==> src/rtl/seg_scan_ctrl_pkg.sv <==
// rtl/seg_scan_ctrl_pkg.sv - shared segment patterns and constants for the scan controller
// Purpose: a..g segment codes (active-high, bit 6 = a ... bit 0 = g),
//          blank pattern, dp bit position in the 8-bit bus, anode-off value.
// Ports:   none (package)
package seg_scan_ctrl_pkg;

  localparam logic [6:0] SEG_0     = 7'b1111110;
  localparam logic [6:0] SEG_1     = 7'b0110000;
  localparam logic [6:0] SEG_2     = 7'b1101101;
  localparam logic [6:0] SEG_3     = 7'b1111001;
  localparam logic [6:0] SEG_4     = 7'b0110011;
  localparam logic [6:0] SEG_5     = 7'b1011011;
  localparam logic [6:0] SEG_6     = 7'b1011111;
  localparam logic [6:0] SEG_7     = 7'b1110000;
  localparam logic [6:0] SEG_8     = 7'b1111111;
  localparam logic [6:0] SEG_9     = 7'b1111011;
  localparam logic [6:0] SEG_BLANK = 7'b0000000;

  // Bit of the 8-bit segment bus that carries the decimal point.
  localparam int DP_BIT = 0;

  // Widest supported anode bank, all anodes released (active-low).
  localparam logic [7:0] ANODE_OFF = 8'hFF;

endpackage

==> src/rtl/seg_bcd_decode.sv <==
// rtl/seg_bcd_decode.sv - combinational BCD to seven-segment (a..g) decoder
// Purpose: maps a 4-bit BCD code to active-high a..g; codes 10..15 are dark.
// Ports:   bcd  [3:0] in  - BCD digit
//          seg7 [6:0] out - {a,b,c,d,e,f,g}
module seg_bcd_decode
  import seg_scan_ctrl_pkg::*;
(
  input  logic [3:0] bcd,
  output logic [6:0] seg7
);

  always_comb begin
    seg7 = SEG_BLANK;
    case (bcd)
      4'd0:    seg7 = SEG_0;
      4'd1:    seg7 = SEG_1;
      4'd2:    seg7 = SEG_2;
      4'd3:    seg7 = SEG_3;
      4'd4:    seg7 = SEG_4;
      4'd5:    seg7 = SEG_5;
      4'd6:    seg7 = SEG_6;
      4'd7:    seg7 = SEG_7;
      4'd8:    seg7 = SEG_8;
      4'd9:    seg7 = SEG_9;
      default: seg7 = SEG_BLANK;
    endcase
  end

endmodule

==> src/rtl/seg_scan_ctrl.sv <==
// rtl/seg_scan_ctrl.sv - time-multiplexed scan controller for common-anode 7-segment digits
// Purpose: holds a shadow and an active BCD+dp frame, scans one digit per
//          REFRESH_DIV-cycle slot with BLANK_CYC anti-ghost blanking, and
//          swaps the active frame only at frame boundaries (no tearing).
// Optional: LEADING_ZERO_BLANK_EN - dark leading zeros (digit 0 always shown).
// Ports:   clk, rst_n (async active-low)  - clock / reset
//          en                             - scan enable
//          wr_en, din, dp_in              - frame write (digit i = din[4i+3:4i])
//          seg [7:0]                      - {a..g,dp} active-high, registered
//          an  [NUM_DIGITS-1:0]           - one-cold anode select, registered
//          frame_done                     - pulse after each frame boundary
module seg_scan_ctrl
  import seg_scan_ctrl_pkg::*;
#(
  parameter int NUM_DIGITS  = 4,
  parameter int REFRESH_DIV = 1000,
  parameter int BLANK_CYC   = 2
) (
  input  logic                    clk,
  input  logic                    rst_n,
  input  logic                    en,
  input  logic                    wr_en,
  input  logic [4*NUM_DIGITS-1:0] din,
  input  logic [NUM_DIGITS-1:0]   dp_in,
  output logic [7:0]              seg,
  output logic [NUM_DIGITS-1:0]   an,
  output logic                    frame_done
);

  localparam int CNT_W = $clog2(REFRESH_DIV);
  localparam int IDX_W = $clog2(NUM_DIGITS);

  logic [CNT_W-1:0]        cnt;
  logic [IDX_W-1:0]        idx;
  logic [4*NUM_DIGITS-1:0] sh_dig;
  logic [4*NUM_DIGITS-1:0] act_dig;
  logic [NUM_DIGITS-1:0]   sh_dp;
  logic [NUM_DIGITS-1:0]   act_dp;

  logic                    cnt_last;
  logic                    idx_last;
  logic                    boundary;
  logic                    in_blank;
  logic [3:0]              cur_dig;
  logic                    cur_dp;
  logic [6:0]              dec7;
  logic                    suppress;
  logic [7:0]              seg_next;
  logic [NUM_DIGITS-1:0]   an_next;

  assign cnt_last = (cnt == CNT_W'(REFRESH_DIV - 1));
  assign idx_last = (idx == IDX_W'(NUM_DIGITS - 1));
  assign boundary = en & cnt_last & idx_last;
  assign in_blank = (cnt < CNT_W'(BLANK_CYC));

  assign cur_dig = act_dig[{idx, 2'b00} +: 4];
  assign cur_dp  = act_dp[idx];

  seg_bcd_decode u_dec (
    .bcd  (cur_dig),
    .seg7 (dec7)
  );

`ifdef LEADING_ZERO_BLANK_EN
  // lead_zero[i]: digit i and every more-significant digit are zero.
  logic [NUM_DIGITS-1:0] lead_zero;
  always_comb begin
    logic run;
    run       = 1'b1;
    lead_zero = '0;
    for (int i = NUM_DIGITS - 1; i >= 0; i--) begin
      run          = run & (act_dig[4*i +: 4] == 4'd0);
      lead_zero[i] = run;
    end
  end
  assign suppress = lead_zero[idx] & (idx != '0);
`else
  assign suppress = 1'b0;
`endif

  always_comb begin
    seg_next         = '0;
    seg_next[7:1]    = suppress ? SEG_BLANK : dec7;
    seg_next[DP_BIT] = cur_dp;
    an_next          = ANODE_OFF[NUM_DIGITS-1:0] & ~(NUM_DIGITS'(1) << idx);
  end

  always_ff @(posedge clk or negedge rst_n) begin
    if (!rst_n) begin
      cnt        <= '0;
      idx        <= '0;
      sh_dig     <= '0;
      sh_dp      <= '0;
      act_dig    <= '0;
      act_dp     <= '0;
      seg        <= '0;
      an         <= ANODE_OFF[NUM_DIGITS-1:0];
      frame_done <= 1'b0;
    end else begin
      if (wr_en) begin
        sh_dig <= din;
        sh_dp  <= dp_in;
      end
      // A write coinciding with the boundary bypasses the shadow so the
      // newest frame is the one that goes live.
      if (boundary) begin
        act_dig <= wr_en ? din   : sh_dig;
        act_dp  <= wr_en ? dp_in : sh_dp;
      end
      if (en) begin
        cnt <= cnt_last ? '0 : cnt + CNT_W'(1);
        if (cnt_last) begin
          idx <= idx_last ? '0 : idx + IDX_W'(1);
        end
      end
      frame_done <= boundary;
      if (!en || in_blank) begin
        seg <= '0;
        an  <= ANODE_OFF[NUM_DIGITS-1:0];
      end else begin
        seg <= seg_next;
        an  <= an_next;
      end
    end
  end

endmodule

==> config.mk <==
export PLATFORM = sky130hd
export DESIGN_NAME = seg_scan_ctrl
export DESIGN_NICKNAME = d
export VERILOG_FILES = /design/src/rtl/seg_scan_ctrl_pkg.sv /design/src/rtl/seg_bcd_decode.sv /design/src/rtl/seg_scan_ctrl.sv
export SDC_FILE = /design/constraint.sdc
export NUM_CORES = 1
export LEC_CHECK = 0
export CAP_MARGIN = 10
export CORE_ASPECT_RATIO = 0.8
export CORE_MARGIN = 5
export CORE_UTILIZATION = 59
export DETAILED_ROUTE_END_ITERATION = 16
export PLACE_DENSITY = 0.84
export SLEW_MARGIN = 15
export SYNTH_ARGS = -nofsm -noshare
export SYNTH_HDL_FRONTEND = slang
export SYNTH_SLANG_ARGS = --single-unit
==> constraint.sdc <==
create_clock -name clk -period 5.7 [get_ports clk]
set_input_delay 1.71 -clock clk [delete_from_list [all_inputs] [get_ports clk]]
set_output_delay 1.71 -clock clk [all_outputs]
set_load 0.05 [all_outputs]
==> results of run 1 <==
-- worst reg2reg max path, cell delays in order (launching register included) --
cell and delay (ns):
dfrtp_1 0.44, or3b_1 0.43, nor3_4 0.41, nand2_2 0.53, mux2_4 0.47
-- cell type report --
class / instances / share of cell area
clock buffers: 12 / 0.0418
clock inverters: 3 / 0.00504
inverters: 9 / 0.00972
multi-input cells: 132 / 0.348
flip-flops and latches: 65 / 0.470
well taps: 60 / 0.0216
repair buffers: 37 / 0.104
-- layer usage --
layer | vias up | track usage | routed length (um) | part of all wire
met1 | 894 | 0.238 | 2330 | 0.43
met5 | - | 0 | 0 | 0
met2 | 55 | 0.301 | 2610 | 0.49
li1 | 820 | - | - | -
met3 | 19 | 0.0643 | 244 | 0.045
met4 | 0 | 0.109 | 191 | 0.036
-- cells by family after synthesis --
| family | count (synthesis) | synth area share |
|---|---|---|
| muxes | 50 | 0.235 |
| and+or+nand+nor | 45 | 0.0728 |
| adders and majority gates | 10 | 0.0428 |
| xor gates and xnor gates | 7 | 0.0210 |
| buffers and inverters | 16 | 0.0274 |
| DFF | 65 | 0.559 |
| AOI/OAI and AO/OA | 20 | 0.0420 |
-- sequential cells by signal (all words and copies together), names as in the netlist --
name        count
cnt            10
frame_done      1
act_dig        16
seg             8
idx             2
act_dp          4
sh_dp           4
an              4
sh_dig         16
-- stage by stage --
stage	instance area, um^2	utilization
global route	3470	0.743
floorplan	2920	-
global placement	3310	0.708
detailed placement	3310	0.708
finish	3470	0.743
CTS	3470	0.743
-- worst max-delay path by stage --
stage          slack, ns  cells past startpoint                       to  startpoint
4_1_cts             1.92                      5   act_dig[3]$_DFFE_PN0P_          en
2_1_floorplan       2.77                      6  act_dig[10]$_DFFE_PN0P_          en
5_1_grt             1.73                      5   act_dig[3]$_DFFE_PN0P_          en
3_5_place_dp        1.57                      5   act_dig[3]$_DFFE_PN0P_          en
6_report            1.91                      5   act_dig[3]$_DFFE_PN0P_          en
3_3_place_gp        1.69                      5   act_dig[2]$_DFFE_PN0P_          en
-- power breakdown --
group | switching [W] | total [W] | internal, W
Clock | 0.000162 | 0.000328 | 0.000166
Sequential | 0.0000386 | 0.000549 | 0.000510
Combinational | 0.000103 | 0.000178 | 0.0000750
-- cell usage after synthesis, drive strengths merged, types with 2 or more instances --
cell,instances
a21o,2
a21oi,6
a31oi,2
buf,4
clkbuf,3
dfrtp,61
dfstp,4
ha,10
inv,9
mux2,42
mux2i,3
mux4,5
nand2,14
nand2b,2
nand3,4
nand4,2
nor2,16
nor3,4
o21ai,6
xnor2,5
xor2,2
==> metrics, run 1 <==
worst hold slack 0.498 ns; Critical R2R Launch cnt[4]$_DFFE_PN0P_; cells after synthesis ~210; Max stage delay on crit path around 0.6 ns; Final Max Tran Viols 0; antenna violations before repair 0; number of synthesized flops with an enable pin 0; pre-CTS setup slack about 1.6 ns; largest area contributor in the netlist dfrtp_1; internal reg-to-reg setup slack 3.30 ns; antenna-violating nets left 0; Warnings, synthesis 0; final WL between 5000 and 6000 um; Die H 72.9 um; top cell type's share of synthesized area 0.523; CORE AREA roughly 0.0047 mm^2; H-tree depth 3; TritonCTS Buffers 9; GRT Residual Overflow 0; Crit. End Element flop; run status finished clean; main area contributors after synthesis dfrtp_1, mux2_4, mux2_2, ha_1, mux4_2; Nets about 290; CTS sink cnt 65; WP data required 5.92 ns; Distinct cells, synth 35; CTS root buf clkbuf_8; via count 1788; gp weighted congestion 0.849; CP Class primary input to flop; Post-CTS Hold Fix Bufs 0; critical path, cell by cell clkdlybuf4s50_1 > nand3_1 > nor3_4 > nand2_2 > mux2_4; Synth Net Count 247; Tightest Pin Transition 0.891 ns; Synth Flop Type dfrtp_1; Final setup viols 0; largest net degree at the start of global routing 66; DRC Markers 0; clk_skew 0.00500 ns; Cells on Worst Hold Path 1; first-pass GRT wire length 9180 um; fin cells around 320; CTS tree built; setup fix buffers added after clock tree synthesis 0; most frequent cells in the layout dfrtp_1, clkdlybuf4s50_1, mux2_2; minimum clock period 3.79 ns; leakage 1.65 nW; DIE AREA around 0.0065 mm^2; r2r endpoint act_dig[3]$_DFFE_PN0P_; CTS clock-pin slew for the worst setup and hold paths approximately 0.07 ns; most common cell after layout, fill and taps aside dfrtp_1; Ant. Diodes 0; #FFs+latches synth 65; Avg WL per Cell 16.9 um; Fillers a little over 300; IO Pins 37; row count 22; Crit Path Max Fanout 21; PwrDens 304 mW/mm^2; hold worst-path end sh_dig[14]$_DFF_PN0_; layout cell share with drive strength beyond 1 0.267; post-DR vias/cell between 5 and 6; Seq. cell area about 0.0016 mm^2; setup repair after global routing missed its margin no; number of I/O port buffers 36; number of global-route vias before repair 1930; maximum clock frequency about 260 MHz; critical path startpoint category primary input; setup TNS 0 ns; min-delay worst type flop to flop; first-pass detailed-route iteration total 5; Clock Path Buffers 2; Async SR Flop Fraction 1.00; Overall Global Routing Usage 0.194; final hold violations 0; Final WS setup approximately 1.9 ns; Clk Latency, worst-skew pair 0.34 ns; # resized after CTS 0; slowest CP cell clkdlybuf4s50_1; post-synthesis sequential area ratio 0.559; highest ir drop seen on vdd 229 uV; hpwl dp 3720 um; area of the multi-input gates 0.00121 mm^2; initial DRC count 69; max_cap viols 0; mean post-synth cell area 13.7 um^2; Arrival @ worst endpoint 4.01 ns; Mapped Area ~0.003 mm^2; Final Power 0.00105 W; Bufs and invs on worst path 1; Area growth, synth to finish 19.0%; starting density of the core 0.624; Worst Hold Launch sh_dig[14]$_DFF_PN0_; Final period util 0.665; die width 88.7 um; R2R depth 4; dpl cells roughly 300; top cell family by delay on the critical path simple AND/OR/NAND/NOR gates; Slew HR 0.404
Note: power is estimated with default switching activity, not from simulation.
==> inputs of run 2 (changes only) <==
Settings changed: CORE_UTILIZATION 59 to 49, PLACE_DENSITY 0.84 to 0.75.
Clock period 5.7 ns to 3.4 ns, I/O delays scaled along.
==> metrics, run 2 (synthesized netlist as in run 1, its figures left out) <==
run status finished clean; IO Pins 37 (unchanged); via count 1747 (-2.3%); Comb pwr share 0.139 (-0.030); Final setup viols 0 (unchanged); max_cap viols 0 (unchanged); leakage 1.73 nW (+4.4%); CORE AREA 0.00585 mm^2 (+25%); GRT Residual Overflow 0 (unchanged); hpwl dp 3670 um (-1.4%); Area growth, synth to finish 25.0%; CP Class primary input to flop; Crit. End Element flop; row count 25 (+14%); Clk Latency, worst-skew pair 0.34 ns (about the same); Clock Path Buffers 2 (unchanged); Final period util 0.807; clk_skew 0.00906 ns (+0.00406 ns); min-delay worst type flop to flop; TritonCTS Buffers 9 (unchanged); CTS clock-pin slew for the worst setup and hold paths 0.07 ns (about the same); pre-CTS setup slack 0.303 ns (-1.27 ns); DRC Markers 0 (unchanged); first-pass GRT wire length 8800 um (-4.1%); Overall Global Routing Usage 0.155 (-0.0388); final hold violations 0 (unchanged); clock power share 0.433 (+0.122); Slew HR 0.484 (+0.0800); Nets 291 (+1.0%); number of global-route vias before repair 1804 (-6.5%); Crit Path Max Fanout 21 (unchanged); CTS tree built; antenna violations before repair 0 (unchanged); antenna-violating nets left 0 (unchanged); first-pass detailed-route iteration total 4 (-1); sequential share of power 0.428 (-0.092); highest ir drop seen on vdd 291 uV (+27%); most frequent cells in the layout dfrtp_1, clkdlybuf4s50_1, mux2_2; final WL 5070 um (-5.6%); Avg WL per Cell 14.8 um (-13%); Bufs and invs on worst path 1 (unchanged); setup repair after global routing missed its margin no; initial DRC count 46 (-33%); top cell family by delay on the critical path simple AND/OR/NAND/NOR gates; gp weighted congestion 0.797 (-6.2%); most common cell after layout, fill and taps aside dfrtp_1; Fillers 481 (+55%); # resized after CTS 0 (unchanged); Tightest Pin Transition 0.773 ns (-0.117 ns); post-DR vias/cell 5.09 (-9.4%); PwrDens 587 mW/mm^2 (+93%); CTS root buf clkbuf_8; Final WS setup 0.656 ns (-1.25 ns); critical path startpoint category primary input; Sw Pwr 0.000527 W (+73%); Ant. Diodes 0 (unchanged); WP data required 3.62 ns (-2.30 ns); DIE AREA 0.00761 mm^2 (+18%); Die H 79.1 um (+8.4%); number of I/O port buffers 36 (unchanged); setup fix buffers added after clock tree synthesis 0 (unchanged); maximum clock frequency around 360 MHz; Post-CTS Hold Fix Bufs 0 (unchanged); Final Max Tran Viols 0 (unchanged); Pint 0.00162 W (+120%); largest net degree at the start of global routing 36 (-45%); Sw Ratio 0.246 (-0.0424); critical path, cell by cell clkdlybuf4s50_1 > nand3_1 > nor3_4 > nand2_2 > mux2_4; H-tree depth 3 (unchanged); die width 96.3 um (+8.6%); biggest regs act_dig x16, sh_dig x16, cnt x10; starting density of the core 0.499 (-0.125); Arrival @ worst endpoint 2.97 ns (-1.04 ns); minimum clock period 2.74 ns; slowest CP cell clkdlybuf4s50_1; Max stage delay on crit path 0.58 ns (about the same); CTS sink cnt 65 (unchanged); layout cell share with drive strength beyond 1 0.286 (+0.0188); setup TNS 0 ns (unchanged)
[run 2: through the flow]
stage | utilization | total power (W) | hold slack (ns) | std cells | instance area, um^2
2_1_floorplan | - | 0.00111 | 0.469 | 213 | 2920
3_3_place_gp | 0.575 | 0.00122 | 0.486 | 327 | 3360
3_5_place_dp | 0.575 | 0.00123 | 0.488 | 327 | 3360
4_1_cts | 0.624 | 0.00217 | 0.505 | 343 | 3650
5_1_grt | 0.624 | 0.00225 | 0.511 | 343 | 3650
6_report | 0.624 | 0.00214 | 0.505 | 343 | 3650
[run 2: routing by layer]
layer,track usage,routed length [um]
met1,0.195,2270
met2,0.247,2450
met3,0.0559,255
met4,0.0546,85
met5,0,0
[run 2: power groups by stage]
stage                     registers (W)  clock network, W  logic, W
after floorplan                0.000978                 0  0.000136
after global placement         0.000927                 0  0.000292
after detailed placement       0.000930                 0  0.000303
after CTS                      0.000916          0.000945  0.000303
after global routing           0.000931          0.000985  0.000334
final                          0.000917          0.000929  0.000299
[run 2: worst paths after layout]
path / slack, ns / start / depth (start not counted) / to
max: 0.66 / en / 5 / act_dig[14]$_DFFE_PN0P_
min: 0.50 / sh_dp[2]$_DFF_PN0_ / 1 / sh_dp[2]$_DFF_PN0_
max reg2reg: 1.31 / idx[0]$_DFFE_PN0P_ / 5 / seg[4]$_DFF_PN0_
min reg2reg: 0.50 / sh_dp[2]$_DFF_PN0_ / 1 / sh_dp[2]$_DFF_PN0_
max in group asynchronous: 1.92 / rst_n / 2 / act_dig[6]$_DFFE_PN0P_
min in group asynchronous: 0.75 / rst_n / 1 / cnt[5]$_DFFE_PN0P_
[run 2: area by class of cell]
cell class              instances  area (um^2)  share of cell area
clock buffers                   9          124              0.0339
well taps                      81          101              0.0278
inverters                       9         33.8             0.00925
repair buffers                 40          385               0.106
clock inverters                 7          166              0.0456
flip-flops and latches         65         1630               0.447
multi-input cells             132         1210               0.331
==> inputs of run 3 (changes only) <==
Settings changed: CORE_UTILIZATION 49 to 55, PLACE_DENSITY 0.75 to 0.79.
Clock period 3.4 ns to 2.67 ns, I/O delays scaled along.
==> metrics, run 3 (synthesized netlist as in run 1, its figures left out) <==
run status finished clean; hpwl dp 3910 um (+6.6%); final hold violations 0 (unchanged); pre-CTS setup slack 0.211 ns (-0.0925 ns); layout cell share with drive strength beyond 1 0.302 (+0.0160); critical path, cell by cell clkdlybuf4s50_1; Slew HR 0.628 (+0.144); max_cap viols 0 (unchanged); Arrival @ worst endpoint 1.67 ns (-1.30 ns); CP Class flop to output port; H-tree depth 3 (unchanged); clock power share 0.377 (-0.056); TritonCTS Buffers 9 (unchanged); slowest CP cell clkdlybuf4s50_1; initial DRC count 74 (+61%); clk_skew 0.00657 ns (-0.00249 ns); Overall Global Routing Usage 0.179 (+0.0235); Final WS setup 0.203 ns (-0.454 ns); antenna-violating nets left 0 (unchanged); IO Pins 37 (unchanged); grt peak-use layer met2; PwrDens 691 mW/mm^2 (+18%); row count 23 (-8.0%); most common cell after layout, fill and taps aside dfrtp_1; worst hold slack 0.440 ns (-0.0652 ns); M3 GR Usage 0.0689 (+0.0131); final WL 5470 um (+8.1%); met2 Track Usage GR 0.283 (+0.0360); Sw Pwr 0.000681 W (+29%); Avg WL per Cell 16.6 um (+12%); end of the critical path an[2]; GRT met1 Usage 0.220 (+0.0253); CP Launch Point an[2]$_DFF_PN1_; Clk Latency, worst-skew pair 0.34 ns (about the same); CTS clock-pin slew for the worst setup and hold paths 0.07 ns (about the same); Final period util 0.924; Post-CTS Hold Fix Bufs 0 (unchanged); Clock Path Buffers 2 (unchanged); Area growth, synth to finish 24.5%; highest ir drop seen on vdd 663 uV (+130%); Stages on worst setup path 1 (-4); most frequent cells in the layout dfrtp_1, clkdlybuf4s50_1, mux2_2; r2r endpoint seg[3]$_DFF_PN0_; DRC Markers 0 (unchanged); biggest regs act_dig x16, sh_dig x16, cnt x10; first-pass GRT wire length 9250 um (+5.0%); Sw Ratio 0.271 (+0.0253); internal reg-to-reg setup slack 0.78 ns (-0.53 ns); Fillers 361 (-25%); post-DR vias/cell 5.44 (+6.9%); number of I/O port buffers 36 (unchanged); Critical R2R Launch idx[0]$_DFFE_PN0P_; Crit Path Max Fanout 1 (-95%); setup TNS 0 ns (unchanged); sequential share of power 0.466 (+0.038); maximum clock frequency 405 MHz; Ant. Diodes 0 (unchanged); Crit. End Element output port; CTS root buf clkbuf_8; setup fix buffers added after clock tree synthesis 0 (unchanged); starting density of the core 0.577 (+0.0773); Pint 0.00183 W (+13%); WP data required 1.87 ns (-1.75 ns); Final setup viols 0 (unchanged); largest net degree at the start of global routing 26 (-28%); R2R depth 7 (+2); Final Power 0.00251 W (+17%); final core utilization 0.718 (+0.0937); Bufs and invs on worst path 1 (unchanged); first-pass detailed-route iteration total 4 (unchanged); Tightest Pin Transition 0.558 ns (-0.216 ns); minimum clock period 2.47 ns; number of global-route vias before repair 1863 (+3.3%); critical path startpoint category flop; CTS sink cnt 65 (unchanged); DIE AREA 0.00688 mm^2 (-9.7%); via count 1796 (+2.8%); CORE AREA 0.00506 mm^2 (-13%); Comb pwr share 0.157 (+0.018); Max stage delay on crit path 0.80 ns (+0.22 ns); top cell family by delay on the critical path buffers and inverters; gp weighted congestion 0.924 (+16%); CTS tree built; Die H 75.2 um (-4.9%); min-delay worst type primary input to async pin; leakage 1.74 nW (+0.68%); setup repair after global routing missed its margin no; antenna violations before repair 0 (unchanged); Final Max Tran Viols 0 (unchanged); Nets 297 (+2.1%); die width 91.5 um (-5.0%); GRT Residual Overflow 0 (unchanged); # resized after CTS 0 (unchanged)
-- run 3: cell count changes in the layout (fill, tap and decap cells not counted), sizes merged --
cell / delta
bufinv: -3
buf: +6
clkinv: +1
clkbuf: +2
-- run 3: layout make-up --
type                    count  area [um^2]  area share
multi-input cells         132         1210       0.332
repair buffers             46          455       0.125
well taps                  62         77.6      0.0213
flip-flops and latches     65         1630       0.449
clock inverters             5         77.6      0.0213
inverters                   9         33.8     0.00929
clock buffers              11          151      0.0416
-- run 3: worst reg2reg max path, cell delays in order, from the launching register on --
cell,delay (ns)
dfrtp_1,0.46
mux4_2,0.60
inv_1,0.16
ha_1,0.18
inv_1,0.04
a21oi_1,0.17
a32oi_1,0.10
nor2_1,0.11
-- run 3: how the worst min path moves through the flow --
stage | from | endpoint | cells after the start
final | rst_n | act_dp[1]$_DFFE_PN0P_ | 1
after global routing | rst_n | sh_dp[1]$_DFF_PN0_ | 1
after CTS | rst_n | sh_dp[1]$_DFF_PN0_ | 1
after detailed placement | act_dig[0]$_DFFE_PN0P_ | act_dig[0]$_DFFE_PN0P_ | 1
after global placement | sh_dig[3]$_DFF_PN0_ | sh_dig[3]$_DFF_PN0_ | 1
after floorplan | sh_dig[5]$_DFF_PN0_ | sh_dig[5]$_DFF_PN0_ | 1
-- run 3: power groups by stage --
stage | registers, W | clock network (W) | logic (W)
floorplan | 0.00125 | 0 | 0.000173
global placement | 0.00118 | 0 | 0.000387
detailed placement | 0.00118 | 0 | 0.000399
CTS | 0.00117 | 0.000967 | 0.000402
global route | 0.00118 | 0.00102 | 0.000429
finish | 0.00117 | 0.000948 | 0.000395
-- run 3: routing by layer --
layer / wire length (um) / vias up / part of all wire
li1: - / 841 / -
met1: 2480 / 891 / 0.45
met2: 2600 / 50 / 0.47
met3: 290 / 14 / 0.053
met4: 108 / 0 / 0.020
met5: 0 / - / 0
-- run 3: stage by stage --
step           instances  area [um^2]
6_report             330         3640
4_1_cts              330         3640
5_1_grt              330         3640
2_1_floorplan        213         2920
3_3_place_gp         314         3410
3_5_place_dp         314         3410
